[config.mk]
export PLATFORM = sky130hd
export DESIGN_NAME = dff_ram_8x72_arbiter_flat
export DESIGN_NICKNAME = d
export VERILOG_FILES = /design/src/rtl/dff_ram_8x72_arbiter_if.sv /design/src/rtl/dff_ram_8x72_arbiter.sv /design/src/flat_wrapper.sv
export SDC_FILE = /design/constraint.sdc
export NUM_CORES = 1
export LEC_CHECK = 0
export CAP_MARGIN = 20
export CORE_AREA = 2 2 176 178
export CTS_CLUSTER_DIAMETER = 80
export CTS_CLUSTER_SIZE = 16
export DETAILED_ROUTE_END_ITERATION = 12
export DIE_AREA = 0 0 178 180
export DONT_BUFFER_PORTS = 1
export PLACE_DENSITY = 0.46
export SLEW_MARGIN = 20
export SYNTH_ARGS = -nofsm -noshare
export SYNTH_HDL_FRONTEND = slang
export SYNTH_SLANG_ARGS = --single-unit
[constraint.sdc]
create_clock -name clk -period 3.05 [get_ports clk]
set_input_delay 0.61 -clock clk [delete_from_list [all_inputs] [get_ports clk]]
set_output_delay 0.61 -clock clk [all_outputs]
set_load 0.02 [all_outputs]
[src/rtl/dff_ram_8x72_arbiter_if.sv]
// Request/response handshake between one client engine and the dff_ram_8x72 arbiter.
// The client drives the master side and the arbiter takes the slave side.
interface dff_ram_8x72_arbiter_if #(
  parameter int unsigned ADDR_W = 3,
  parameter int unsigned DATA_W = 72
) ();
  logic              req_valid;
  logic              req_ready;
  logic              req_we;
  logic [ADDR_W-1:0] req_addr;
  logic [DATA_W-1:0] req_wdata;
  logic              rsp_valid;
  logic              rsp_ready;
  logic [DATA_W-1:0] rsp_rdata;

  modport master (
    output req_valid, req_we, req_addr, req_wdata, rsp_ready,
    input  req_ready, rsp_valid, rsp_rdata
  );

  modport slave (
    input  req_valid, req_we, req_addr, req_wdata, rsp_ready,
    output req_ready, rsp_valid, rsp_rdata
  );
endinterface

[src/rtl/dff_ram_8x72_arbiter.sv]
// Round-robin arbiter/sequencer letting two requesters share a single-port 8x72 RAM.
// One operation in flight: IDLE (grant) -> ACCESS (RAM cycle) -> RESP (hold until consumed).
module dff_ram_8x72_arbiter #(
  parameter int unsigned ADDR_W = 3,
  parameter int unsigned DATA_W = 72
) (
  input  logic                  clk,
  input  logic                  rst_n,
  dff_ram_8x72_arbiter_if.slave a_if,
  dff_ram_8x72_arbiter_if.slave b_if,
  output logic                  ram_wr_n,
  output logic [ADDR_W-1:0]     ram_address,
  output logic [DATA_W-1:0]     ram_wdata,
  input  logic [DATA_W-1:0]     ram_rdata,
  output logic                  busy,
  output logic                  grant_b
);

  typedef enum logic [1:0] {IDLE, ACCESS, RESP} state_t;

  state_t            state_q;
  logic              en_q;
  logic              prio_b_q;
  logic              grant_b_q;
  logic              we_q;
  logic              ram_wr_n_q;
  logic [ADDR_W-1:0] addr_q;
  logic [DATA_W-1:0] wdata_q;
  logic              a_rsp_valid_q;
  logic              b_rsp_valid_q;
  logic [DATA_W-1:0] a_rdata_q;
  logic [DATA_W-1:0] b_rdata_q;

  logic              a_sel;
  logic              b_sel;
  logic              sel_we;
  logic [ADDR_W-1:0] sel_addr;
  logic [DATA_W-1:0] sel_wdata;
  logic              rsp_done;

  // en_q keeps req_ready low while reset is held, without using rst_n as data.
  always_comb begin
    a_sel = 1'b0;
    b_sel = 1'b0;
    if (en_q && state_q == IDLE) begin
      if (a_if.req_valid && (!b_if.req_valid || !prio_b_q)) begin
        a_sel = 1'b1;
      end else if (b_if.req_valid) begin
        b_sel = 1'b1;
      end
    end
  end

  assign sel_we    = b_sel ? b_if.req_we    : a_if.req_we;
  assign sel_addr  = b_sel ? b_if.req_addr  : a_if.req_addr;
  assign sel_wdata = b_sel ? b_if.req_wdata : a_if.req_wdata;
  assign rsp_done  = grant_b_q ? b_if.rsp_ready : a_if.rsp_ready;

  always_ff @(posedge clk or negedge rst_n) begin
    if (!rst_n) begin
      state_q       <= IDLE;
      en_q          <= 1'b0;
      prio_b_q      <= 1'b0;
      grant_b_q     <= 1'b0;
      we_q          <= 1'b0;
      ram_wr_n_q    <= 1'b1;
      addr_q        <= '0;
      wdata_q       <= '0;
      a_rsp_valid_q <= 1'b0;
      b_rsp_valid_q <= 1'b0;
      a_rdata_q     <= '0;
      b_rdata_q     <= '0;
    end else begin
      en_q <= 1'b1;
      case (state_q)
        IDLE: begin
          if (a_sel || b_sel) begin
            grant_b_q  <= b_sel;
            we_q       <= sel_we;
            addr_q     <= sel_addr;
            wdata_q    <= sel_wdata;
            ram_wr_n_q <= ~sel_we;
            state_q    <= ACCESS;
          end
        end
        ACCESS: begin
          ram_wr_n_q <= 1'b1;
          if (grant_b_q) begin
            b_rdata_q     <= we_q ? '0 : ram_rdata;
            b_rsp_valid_q <= 1'b1;
          end else begin
            a_rdata_q     <= we_q ? '0 : ram_rdata;
            a_rsp_valid_q <= 1'b1;
          end
          state_q <= RESP;
        end
        RESP: begin
          if (rsp_done) begin
            a_rsp_valid_q <= 1'b0;
            b_rsp_valid_q <= 1'b0;
            prio_b_q      <= ~grant_b_q;
            state_q       <= IDLE;
          end
        end
        default: state_q <= IDLE;
      endcase
    end
  end

  assign a_if.req_ready = a_sel;
  assign b_if.req_ready = b_sel;
  assign a_if.rsp_valid = a_rsp_valid_q;
  assign b_if.rsp_valid = b_rsp_valid_q;
  assign a_if.rsp_rdata = a_rdata_q;
  assign b_if.rsp_rdata = b_rdata_q;
  assign ram_wr_n       = ram_wr_n_q;
  assign ram_address    = addr_q;
  assign ram_wdata      = wdata_q;
  assign busy           = (state_q != IDLE);
  assign grant_b        = grant_b_q;

endmodule

[src/flat_wrapper.sv]
// flat-port wrapper written by rule: the top's interface ports become plain ports
module dff_ram_8x72_arbiter_flat 
#(
  parameter int unsigned ADDR_W = 3,
  parameter int unsigned DATA_W = 72
)
  (clk, rst_n, ram_wr_n, ram_address, ram_wdata, ram_rdata, busy, grant_b, a_if_req_valid, a_if_req_we, a_if_req_addr, a_if_req_wdata, a_if_rsp_ready, a_if_req_ready, a_if_rsp_valid, a_if_rsp_rdata, b_if_req_valid, b_if_req_we, b_if_req_addr, b_if_req_wdata, b_if_rsp_ready, b_if_req_ready, b_if_rsp_valid, b_if_rsp_rdata);
  dff_ram_8x72_arbiter_if #(.ADDR_W(ADDR_W), .DATA_W(DATA_W)) a_if_i ();
  dff_ram_8x72_arbiter_if #(.ADDR_W(ADDR_W), .DATA_W(DATA_W)) b_if_i ();
  input  logic clk;
  input  logic rst_n;
  output logic ram_wr_n;
  output logic [ADDR_W-1:0] ram_address;
  output logic [DATA_W-1:0] ram_wdata;
  input  logic [DATA_W-1:0] ram_rdata;
  output logic busy;
  output logic grant_b;
  input wire logic [$bits(a_if_i.req_valid)-1:0] a_if_req_valid;
  input wire logic [$bits(a_if_i.req_we)-1:0] a_if_req_we;
  input wire logic [$bits(a_if_i.req_addr)-1:0] a_if_req_addr;
  input wire logic [$bits(a_if_i.req_wdata)-1:0] a_if_req_wdata;
  input wire logic [$bits(a_if_i.rsp_ready)-1:0] a_if_rsp_ready;
  output wire logic [$bits(a_if_i.req_ready)-1:0] a_if_req_ready;
  output wire logic [$bits(a_if_i.rsp_valid)-1:0] a_if_rsp_valid;
  output wire logic [$bits(a_if_i.rsp_rdata)-1:0] a_if_rsp_rdata;
  input wire logic [$bits(b_if_i.req_valid)-1:0] b_if_req_valid;
  input wire logic [$bits(b_if_i.req_we)-1:0] b_if_req_we;
  input wire logic [$bits(b_if_i.req_addr)-1:0] b_if_req_addr;
  input wire logic [$bits(b_if_i.req_wdata)-1:0] b_if_req_wdata;
  input wire logic [$bits(b_if_i.rsp_ready)-1:0] b_if_rsp_ready;
  output wire logic [$bits(b_if_i.req_ready)-1:0] b_if_req_ready;
  output wire logic [$bits(b_if_i.rsp_valid)-1:0] b_if_rsp_valid;
  output wire logic [$bits(b_if_i.rsp_rdata)-1:0] b_if_rsp_rdata;
  assign a_if_i.req_valid = a_if_req_valid;
  assign a_if_i.req_we = a_if_req_we;
  assign a_if_i.req_addr = a_if_req_addr;
  assign a_if_i.req_wdata = a_if_req_wdata;
  assign a_if_i.rsp_ready = a_if_rsp_ready;
  assign a_if_req_ready = a_if_i.req_ready;
  assign a_if_rsp_valid = a_if_i.rsp_valid;
  assign a_if_rsp_rdata = a_if_i.rsp_rdata;
  assign b_if_i.req_valid = b_if_req_valid;
  assign b_if_i.req_we = b_if_req_we;
  assign b_if_i.req_addr = b_if_req_addr;
  assign b_if_i.req_wdata = b_if_req_wdata;
  assign b_if_i.rsp_ready = b_if_rsp_ready;
  assign b_if_req_ready = b_if_i.req_ready;
  assign b_if_rsp_valid = b_if_i.rsp_valid;
  assign b_if_rsp_rdata = b_if_i.rsp_rdata;
  dff_ram_8x72_arbiter #(.ADDR_W(ADDR_W), .DATA_W(DATA_W)) u_core (.clk(clk), .rst_n(rst_n), .a_if(a_if_i), .b_if(b_if_i), .ram_wr_n(ram_wr_n), .ram_address(ram_address), .ram_wdata(ram_wdata), .ram_rdata(ram_rdata), .busy(busy), .grant_b(grant_b));
endmodule
==> impl_metrics.toml <==
[pwr]
vdd_drop_max_mv = 0.487
p_per_area_nw_per_um2 = 1180
p_leak_nw = 4.46
p_sw_mw = 5.29
internal-power_mw = 6.64
p_clk_share_pct = 18.8
finalPower_mw = 11.9
switching_share_pct = 44.3
power_frac_comb_pct = 23.4
power_frac_seq_pct = 57.9

[worst_setup_path]
startpoint_type = "register"
crit_chain = "inv_1 -> ha_1 -> nand3_1 -> a21oi_4"
endpoint_kind = "output port"
cp_max_fo = 14
critPathRequiredTime_ns = 2.44
slowest_delay_ns = 0.46
critPathKind = "reg -> out"
cp_slowest_cell = "a21oi_4"
critPathArrivalTime_ns = 2.01

[detailed_routing]
dr.first_iter.drc_count = 390
firstDrtPassIters = 4
post_drt_via_cell_ratio = 5.00
dr_total_vias = 6073
wirelength_um = 28600
antenna_left = 0
routedWlPerCell_um = 23.6
drc_errors = 0

[placed_design]
place_area_um2 = 9620
gp_congestion = 0.771
dpl.hpwl_um = 20700
port_buffers = 0
place_ws_ns = 0.761
place_inst = 1191

[timing]
final.period_utilization_pct = 86.0
rsz0062_at_grt = "no"
setup_tns_ns = 0
hold_slack_ns = -0.194
fin_ws_ns = 0.428
fin_skew_ns = 0.00561
setup_violations = 0
relSlewSlack_pct = 35.6
hold_violations = 227
max_freq_mhz = 381
fin_crit_ns = 2.62
worst_slew_pin_slew_ns = 0.961
slew_viol_final = 0

[synth]
synth-edff-count = 0
syn_area_um2 = 9240
post-synth-top-count-cell = "dfrtp_1"
yosysTopAreaCellShare_pct = 61.5
yosysUniqueCellTypes = 31
yosys_warnings = 0
syn_avg_cell_area_um2 = 11.0
ys_top_cells_by_area = "dfrtp_1, a221o_1, o21ai_0"
synthFlopType = "dfrtp_1"
synth_top_cell_by_area = "dfrtp_1"
synth_common_cells = "dfrtp_1, nand2_1, o21ai_0"
ys_seq_area_share_pct = 61.7
ys_seq_elements = 228
async_flop_share_pct = 100
syn_inst = 844
syn_nets = 1079

[clock_network]
postCtsSetupBuffers = 0
clock-root-buffer = "clkbuf_16"
clk_pin_slew_ns = 0.07
cts_buffer_depth = 3
cts_inserted_buffers = 18
cts_tree = "done"
worst_skew_pair.late_latency_ns = 0.50
cts_max_level = 1
ctsResizeCount = 0
clock_sinks = 228

[global_routing]
grt_first_pass_wirelength_um = 42300
grt_max_degree = 229
antenna_found_initial = 0
grt_pass1_vias = 6399
grt_overflow_total = 0
grt_usage_pct = 17.2

[floorplan]
core_area_um2 = 30200
die_h_um = 180
die_area_um2 = 32000
initial_core_util_pct = 30.6
die_x_um = 178
pin_count = 456
rows = 64

[layout]
diodes = 0
drive_above_1_share_pct = 5.62
fillCellCount = 3062
syn_to_final_growth_pct = 9.60
fin_area_um2 = 10100
final_cells = 1214
nets = 1050

[run]
max-cap-violations = 0

[outcome]
violations = "hold timing"
outcome = "complete, but fails checks"

[min_path]
holdCritPathClass = "in -> async"
## final cells by class
type | count | area [um2] | share of cell area (%)
clock buffer | 21 | 493 | 4.87
clock inverter | 2 | 13.8 | 0.136
inverter | 7 | 26.3 | 0.259
multi-input combinational | 546 | 3250 | 32.1
sequential | 228 | 5710 | 56.3
tap | 396 | 495 | 4.89
timing repair buffer | 14 | 143 | 1.41
## worst max-delay path, delay by kind of cell, from the launching register on
family                     cells  cell delay (ns)
AOI/OAI and AO/OA              1             0.46
DFF                            1             0.42
adders and majority gates      1             0.34
and+or+nand+nor                1             0.17
buffers and inverters          1             0.12
## logic make-up after synthesis
family	count (synthesis)	synth area share (%)
AND/OR/NAND/NOR	303	16.5
other	1	0.0406
flip-flops	228	61.7
adder cells (fa/ha/maj)	5	0.677
AO/OA/AOI/OAI	232	17.0
multiplexers	5	0.568
buffers and inverters	70	3.51
## power by group through the flow
stage / sequential [mW] / clock [mW] / combinational [mW]
after detailed placement: 7.03 / 0 / 2.82
after CTS: 6.98 / 2.32 / 2.83
after floorplan: 6.32 / 0 / 2.33
after global placement: 7.04 / 0 / 2.73
after global routing: 7.06 / 2.45 / 3.24
final: 6.90 / 2.24 / 2.79
## per-stage QoR
| step | utilization (%) | hold slack (ns) |
|---|---|---|
| floorplan | - | 0.314 |
| global placement | 31.9 | 0.319 |
| detailed placement | 31.9 | 0.319 |
| CTS | 33.6 | -0.217 |
| global route | 33.6 | -0.228 |
| finish | 33.6 | -0.194 |
## routing by layer
metal / GRT usage (%) / share of wire [%] / up-vias
li1: - / - / 2830
met5: 0 / 0 / -
met1: 19.7 / 37 / 2882
met3: 6.56 / 11 / 33
met4: 4.62 / 2.2 / 0
met2: 29.9 / 49 / 328
## cell usage in the layout, fill, tap and decap left out, types with 3 or more instances in the layout
cell type  netlist  layout
dfrtp_1        227     226
nand2_1        147     146
o21ai_0        146     146
a221o_1         75      75
nand2b_1        74      73
and2_1          44      44
and2_0          31      31
clkbuf_16        0      19
buf_4            2      11
inv_1            7       7
ha_1             5       5
mux2i_1          3       3
a21oi_1          3       3
buf_12           0       3
## final timing paths
| kind | startpoint | end | slack, ns | depth (start not counted) |
|---|---|---|---|---|
| min | rst_n | u_core.a_if.rsp_rdata[26] | -0.19 | 0 |
| max | u_core.state_q[0] | a_if_req_ready | 0.43 | 4 |
| min reg2reg | u_core.state_q[1] | u_core.state_q[1] | 0.54 | 1 |
| max reg2reg | u_core.state_q[0] | u_core.ram_wdata[52] | 0.74 | 6 |
| min in group clk | a_if_req_addr[2] | u_core.ram_address[2] | 0.25 | 1 |
| max in group asynchronous | rst_n | u_core.ram_wr_n | 2.90 | 0 |
## sequential cells by signal (all words and copies together), names as in the netlist
name and flops:
u_core.ram_address 3, u_core.a_if.rsp_valid 1, u_core.ram_wr_n 1, u_core.b_if.rsp_valid 1, u_core.grant_b 1, u_core.state_q 2
u_core.en_q 1, u_core.b_if.rsp_rdata 72, u_core.ram_wdata 72, u_core.a_if.rsp_rdata 72, u_core.we_q 1, u_core.prio_b_q 1
No activity file was read; power rests on OpenSTA's default activity.
